[config.mk]
export PLATFORM = sky130hd
export DESIGN_NAME = cache_arbiter
export DESIGN_NICKNAME = d
export VERILOG_FILES = /design/src/rtl/rv32i_types.sv /design/src/rtl/cache_arbiter.sv
export SDC_FILE = /design/constraint.sdc
export NUM_CORES = 1
export LEC_CHECK = 0
export CORE_AREA = 2 2 539 541
export DETAILED_ROUTE_END_ITERATION = 6
export DIE_AREA = 0 0 541 543
export PLACE_DENSITY_LB_ADDON = 0.05
export SLEW_MARGIN = 15
export SYNTH_ARGS = -nofsm -noshare
export SYNTH_HDL_FRONTEND = slang
export SYNTH_SLANG_ARGS = --single-unit
[constraint.sdc]
create_clock -name clk -period 3.5 [get_ports clk]
set_input_delay 0.875 -clock clk [delete_from_list [all_inputs] [get_ports clk]]
set_output_delay 0.875 -clock clk [all_outputs]
set_load 0.01 [all_outputs]
[src/rtl/rv32i_types.sv]
// ---------------------------------------------------------------------------
// rv32i_types : shared type definitions for the cache/memory subsystem.
// Revision    : 1.0
// ---------------------------------------------------------------------------
`timescale 1ns/1ps
`default_nettype none

package rv32i_types;

  typedef enum logic [1:0] {
    IDLE    = 2'd0,
    SERVE_I = 2'd1,
    SERVE_D = 2'd2
  } arb_state_t;

endpackage

`default_nettype wire

[src/rtl/cache_arbiter.sv]
// ---------------------------------------------------------------------------
// cache_arbiter : round-robin arbiter sharing one physical memory port
//                 between the I-cache and the D-cache.
// Revision      : 1.0
// ---------------------------------------------------------------------------
`timescale 1ns/1ps
`default_nettype none

module cache_arbiter
  import rv32i_types::*;
#(
  parameter int LINE_W = 256,
  parameter int ADDR_W = 32
) (
  input  logic              clk,
  input  logic              rst,

  input  logic              i_read,
  input  logic [ADDR_W-1:0] i_address,
  output logic [LINE_W-1:0] i_rdata,
  output logic              i_resp,

  input  logic              d_read,
  input  logic              d_write,
  input  logic [ADDR_W-1:0] d_address,
  input  logic [LINE_W-1:0] d_wdata,
  output logic [LINE_W-1:0] d_rdata,
  output logic              d_resp,

  output logic              pmem_read,
  output logic              pmem_write,
  output logic [ADDR_W-1:0] pmem_address,
  output logic [LINE_W-1:0] pmem_wdata,
  input  logic [LINE_W-1:0] pmem_rdata,
  input  logic              pmem_resp
);

  arb_state_t        state_q, state_d;
  logic [ADDR_W-1:0] addr_q, addr_d;
  logic [LINE_W-1:0] wdata_q, wdata_d;
  logic              write_q, write_d;
  logic              prefer_i_q, prefer_i_d;

  logic              d_req;
  logic              grant_d;
  logic              serving;

  assign d_req   = d_read | d_write;
  // D wins unless I is also asking and it is I's turn.
  assign grant_d = d_req && (!i_read || !prefer_i_q);

  always_ff @(posedge clk or negedge rst) begin
    if (!rst) begin
      state_q    <= IDLE;
      addr_q     <= '0;
      wdata_q    <= '0;
      write_q    <= 1'b0;
      prefer_i_q <= 1'b0;
    end else begin
      state_q    <= state_d;
      addr_q     <= addr_d;
      wdata_q    <= wdata_d;
      write_q    <= write_d;
      prefer_i_q <= prefer_i_d;
    end
  end

  always_comb begin
    state_d    = state_q;
    addr_d     = addr_q;
    wdata_d    = wdata_q;
    write_d    = write_q;
    prefer_i_d = prefer_i_q;
    case (state_q)
      IDLE: begin
        if (grant_d) begin
          state_d    = SERVE_D;
          addr_d     = d_address;
          wdata_d    = d_wdata;
          write_d    = d_write;
          prefer_i_d = 1'b1;
        end else if (i_read) begin
          state_d    = SERVE_I;
          addr_d     = i_address;
          write_d    = 1'b0;
          prefer_i_d = 1'b0;
        end
      end
      SERVE_I, SERVE_D: begin
        if (pmem_resp) begin
          state_d = IDLE;
        end
      end
      default: state_d = IDLE;
    endcase
  end

  always_comb begin
    serving    = (state_q == SERVE_I) || (state_q == SERVE_D);
    pmem_read  = serving && !write_q;
    pmem_write = serving && write_q;
    i_resp     = (state_q == SERVE_I) && pmem_resp;
    d_resp     = (state_q == SERVE_D) && pmem_resp;
  end

  assign pmem_address = addr_q;
  assign pmem_wdata   = wdata_q;
  assign i_rdata      = pmem_rdata;
  assign d_rdata      = pmem_rdata;

endmodule

`default_nettype wire

==> tab_implementation.tex <==
\begin{tabular}{lr}
\hline
Metric & Value \\
\hline
\multicolumn{2}{l}{\textbf{Pwr}} \\
\quad Cell Int Power & 15000 uW \\
\quad Clk network pwr share & 0.249 \\
\quad Register share of total power & 0.265 \\
\quad Switching part of the total power & 0.354 \\
\quad Total leakage power & between 0.009 and 0.01 uW \\
\quad Power dissipated by switching net loads & 8250 uW \\
\quad Largest voltage drop on the vdd net & between 0.0004 and 0.0005 V \\
\quad Pwr Density & 931 nW/um2 \\
\quad Part of the total power dissipated in combinational logic & 0.486 \\
\multicolumn{2}{l}{\textbf{Timing}} \\
\quad Final hold viol count & 0 \\
\quad Post-route clock skew & between 0.02 and 0.025 ns \\
\quad Achievable Freq & 311 MHz \\
\quad Post-Route Hold Slack & approximately 0.14 ns \\
\quad Final clock period utilization by the worst path & 0.919 \\
\quad \# setup viols final & 0 \\
\quad Final Max Slew Viols & 0 \\
\quad Final Critical Period & 3.22 ns \\
\quad Unrepaired setup endpoints after global routing & no \\
\quad Transition time at the pin with the least slew margin & 0.622 ns \\
\quad Normalized max-slew margin & 0.585 \\
\quad TNS Setup & 0 ns \\
\multicolumn{2}{l}{\textbf{Floorplan}} \\
\quad Die span in y & around 540 um \\
\quad Cell Rows & about 200 \\
\quad Total Die Area & 294000 um2 \\
\quad Core ar. & 287000 um2 \\
\quad Starting density of the core & 0.0559 \\
\quad Width of the die & 541 um \\
\quad I/O pin cnt & 1386 \\
\multicolumn{2}{l}{\textbf{Global route}} \\
\quad Vias in the first global route & 10241 \\
\quad GRT Residual Overflow & 0 \\
\quad Largest net degree at the start of global routing & 66 \\
\quad Number of antenna violations at the first check in global routing & 39 \\
\quad Total global routing track utilization & 0.0555 \\
\quad Global-route wire length before repair & 108 mm \\
\multicolumn{2}{l}{\textbf{Route}} \\
\quad Vias post-DR & 9121 \\
\quad Metal1 wirelength & 33.4 mm \\
\quad Total Routed Length & 83.9 mm \\
\quad Metal2 WL & roughly 36 mm \\
\quad Count of nets left with antenna violations after detail routing & 0 \\
\quad Final routed DRC violation total & 0 \\
\quad DR iter-0 viols & 255 \\
\quad Detail-routed via count per cell & roughly 1.8 \\
\quad Detailed Routing Iterations Pass 1 & 4 \\
\quad Highest metal layer with signal wires & met5 \\
\quad Routed wirelength normalized by instance count & 16.1 um \\
\quad Met3 routed wirelength & 10.8 mm \\
\multicolumn{2}{l}{\textbf{Final layout}} \\
\quad Footprint of the flip-flops and latches & between 7000 and 8000 um2 \\
\quad Post-route cell area & 25000 um2 \\
\quad Share of final-layout standard cells stronger than drive strength 1 & 0.268 \\
\quad Multi-input gate area & 4550 um2 \\
\quad \# nets final & 1956 \\
\quad Post-synthesis to final-layout area growth & 55.7\% \\
\quad \# fillers & approximately 33000 \\
\quad Cell Count, Final, Fillers Out & 5209 \\
\multicolumn{2}{l}{\textbf{Critical path}} \\
\quad Crit Reg-Reg Startpoint & state\_q[1]\$\_DFFE\_PN0P\_ \\
\quad Series of cell instances along the critical path & inv\_1 > ha\_1 > nor2b\_1 > clkdlybuf4s50\_1 \\
\quad Critical path origin & state\_q[1]\$\_DFFE\_PN0P\_ \\
\quad Startpoint types & flip-flop \\
\quad Number of buffers and inverters on the critical path & 2 \\
\quad Library cell contributing the largest single delay on the critical path & clkdlybuf4s50\_1 \\
\quad Required time reported for the critical path endpoint & about 2.6 ns \\
\quad Arrival @ worst endpoint & 2.34 ns \\
\quad Setup crit end kind & output port \\
\quad Biggest fanout along the worst timing path & 3 \\
\quad Class of the most critical setup path & reg2out \\
\quad Crit-path max cell delay & 0.65 ns \\
\quad Category of cells accounting for the largest share of critical-path delay & buffers and inverters \\
\multicolumn{2}{l}{\textbf{CTS}} \\
\quad Number of resized instances in the post-cts repair step & 1 \\
\quad TritonCTS clock tree & yes \\
\quad Num Clock Sinks & 292 \\
\quad Longest Clk Path Bufs & 3 \\
\quad Clock latency reported for the late side of the worst-skew pair & 0.70 ns \\
\quad Maximum level of the CTS H-tree & 2 \\
\quad Buffer type at the clock tree root & clkbuf\_16 \\
\quad Number of buffers added to fix hold violations after cts & 0 \\
\quad \# Post-CTS Setup Buffers & 0 \\
\quad Clock Pin Slew Worst Setup and Hold Paths & 0.06 ns \\
\quad Total clock buffers created by CTS & 55 \\
\multicolumn{2}{l}{\textbf{Worst hold path}} \\
\quad Type of the worst min-delay path & in2async \\
\multicolumn{2}{l}{\textbf{Placed design}} \\
\quad Post-detailed-placement half-perimeter wirelength & 64.9 mm \\
\quad Final estimated routing congestion in global placement & 0.627 \\
\quad Count of placed standard cells including taps & 5095 \\
\quad PortBufs & 617 \\
\quad Placed instance area & 23100 um2 \\
\multicolumn{2}{l}{\textbf{Logic synthesis}} \\
\quad Seq/Total Area, Yosys & 0.455 \\
\quad Cell types occupying the most area after synthesis & dfrtp\_1 (45\%), buf\_4 (24\%), mux2\_4 (21\%) \\
\quad Main synth FF type & dfrtp\_1 \\
\quad Mapped Nets & 1803 \\
\quad Number of distinct standard cells referenced by the synthesized netlist & 27 \\
\quad Syn. warnings & 0 \\
\quad Synth cell count leaders & buf\_4 (514), dfrtp\_1 (292), mux2\_4 (229) \\
\quad Seq cells post-synth & 292 \\
\quad Post-Synthesis Mean Instance Area & about 13 um2 \\
\quad Combined area of all synthesized cells & 16100 um2 \\
\quad FFs w/ async S/R, synth & 1.00 \\
\quad Post-synth top area cell & dfrtp\_1 \\
\quad Share of the synthesized area in the top cell type & 0.455 \\
\quad Leading cell type by number of instances after synthesis & buf\_4 \\
\quad Cell count after synthesis & 1218 \\
\quad Count of flip-flops with a built-in enable after synthesis & 0 \\
\multicolumn{2}{l}{\textbf{Outcome}} \\
\quad Result of the run & finished, final reports clean \\
\multicolumn{2}{l}{\textbf{Flow run}} \\
\quad Max-cap violations & 0 \\
\hline
\end{tabular}
[cell type report]
| type | count | share of cell area |
|---|---|---|
| sequential | 292 | 0.292 |
| inverter | 3 | 0.000450 |
| clock inverter | 18 | 0.00970 |
| multi-input combinational | 373 | 0.182 |
| clock buffer | 83 | 0.0656 |
| tap | 3781 | 0.189 |
| antenna | 13 | 0.00130 |
| timing repair buffer | 646 | 0.260 |
[layout by cell type, fill, tap and decap left out, drive strengths merged]
cell | Yosys | layout
a22oi | 1 | 1
dfrtp | 292 | 292
nand3 | 1 | 1
o31ai | 1 | 1
nor3 | 1 | 1
o21ai | 32 | 32
nor2b | 1 | 1
o22ai | 1 | 1
bufinv | 0 | 4
nand4b | 1 | 1
a32o | 1 | 1
clkinvlp | 0 | 1
clkbuf | 2 | 83
clkinv | 0 | 13
o211ai | 1 | 1
o2bb2ai | 1 | 1
nand2b | 1 | 1
inv | 3 | 3
mux2 | 256 | 256
clkdlybuf4s50 | 0 | 615
diode | 0 | 13
nand2 | 35 | 35
and2 | 3 | 3
mux2i | 32 | 32
a2bb2oi | 1 | 1
ha | 3 | 3
buf | 548 | 30
dlygate4sd2 | 0 | 1
[cell families after synthesis]
logic type	Yosys count	synth area share
compound gates	39	0.0142
fa+ha+maj	3	0.00234
buf+inv	553	0.265
flops	292	0.455
mux	288	0.253
simple gates	43	0.0114
[routing by layer]
| layer | vias to the layer above | GRT usage |
|---|---|---|
| met1 | 4339 | 0.0621 |
| met5 | - | 0 |
| met4 | 20 | 0.0259 |
| li1 | 3843 | - |
| met2 | 682 | 0.0829 |
| met3 | 237 | 0.0338 |
[power by group through the flow]
stage	registers (uW)	clock network [uW]	logic, uW
after global placement	6270	0	11900
after detailed placement	6240	0	11800
after global routing	6460	6360	12200
final	6170	5800	11300
after floorplan	6880	0	5240
after CTS	6230	6300	11800
[worst reg2reg max path, stage by stage (launching register included)]
cell and delay [ns]:
dfrtp_1 0.40, inv_1 0.12, ha_1 0.44, nand2_8 0.34
buf_4 0.45, mux2_4 0.35
[metrics by stage]
| stage | total power [uW] | utilization | worst slack [ns] |
|---|---|---|---|
| floorplan | 12100 | - | 1.56 |
| global placement | 18100 | 0.0804 | 0.318 |
| detailed placement | 18000 | 0.0804 | 0.320 |
| CTS | 24300 | 0.0870 | 0.0797 |
| global route | 25000 | 0.0870 | 0.134 |
| finish | 23300 | 0.0871 | 0.282 |
[worst paths after layout]
check                                                to  slack [ns]  cells past startpoint
setup reg to reg            pmem_wdata[141]$_DFFE_PN0P_        1.30                      5
setup / recovery                              pmem_read        0.28                      4
min in group clk           pmem_address[21]$_DFFE_PN0P_        0.47                      2
hold reg to reg            pmem_address[21]$_DFFE_PN0P_        0.47                      2
hold / removal              pmem_wdata[114]$_DFFE_PN0P_        0.14                      1
max in group asynchronous  pmem_address[25]$_DFFE_PN0P_        2.34                      3
[registers in the layout, summed over array words and instances (netlist names)]
| signal | flops |
|---|---|
| pmem_address | 32 |
| write_q | 1 |
| prefer_i_q | 1 |
| pmem_wdata | 256 |
| state_q | 2 |
(Power assumes the default switching activity.)
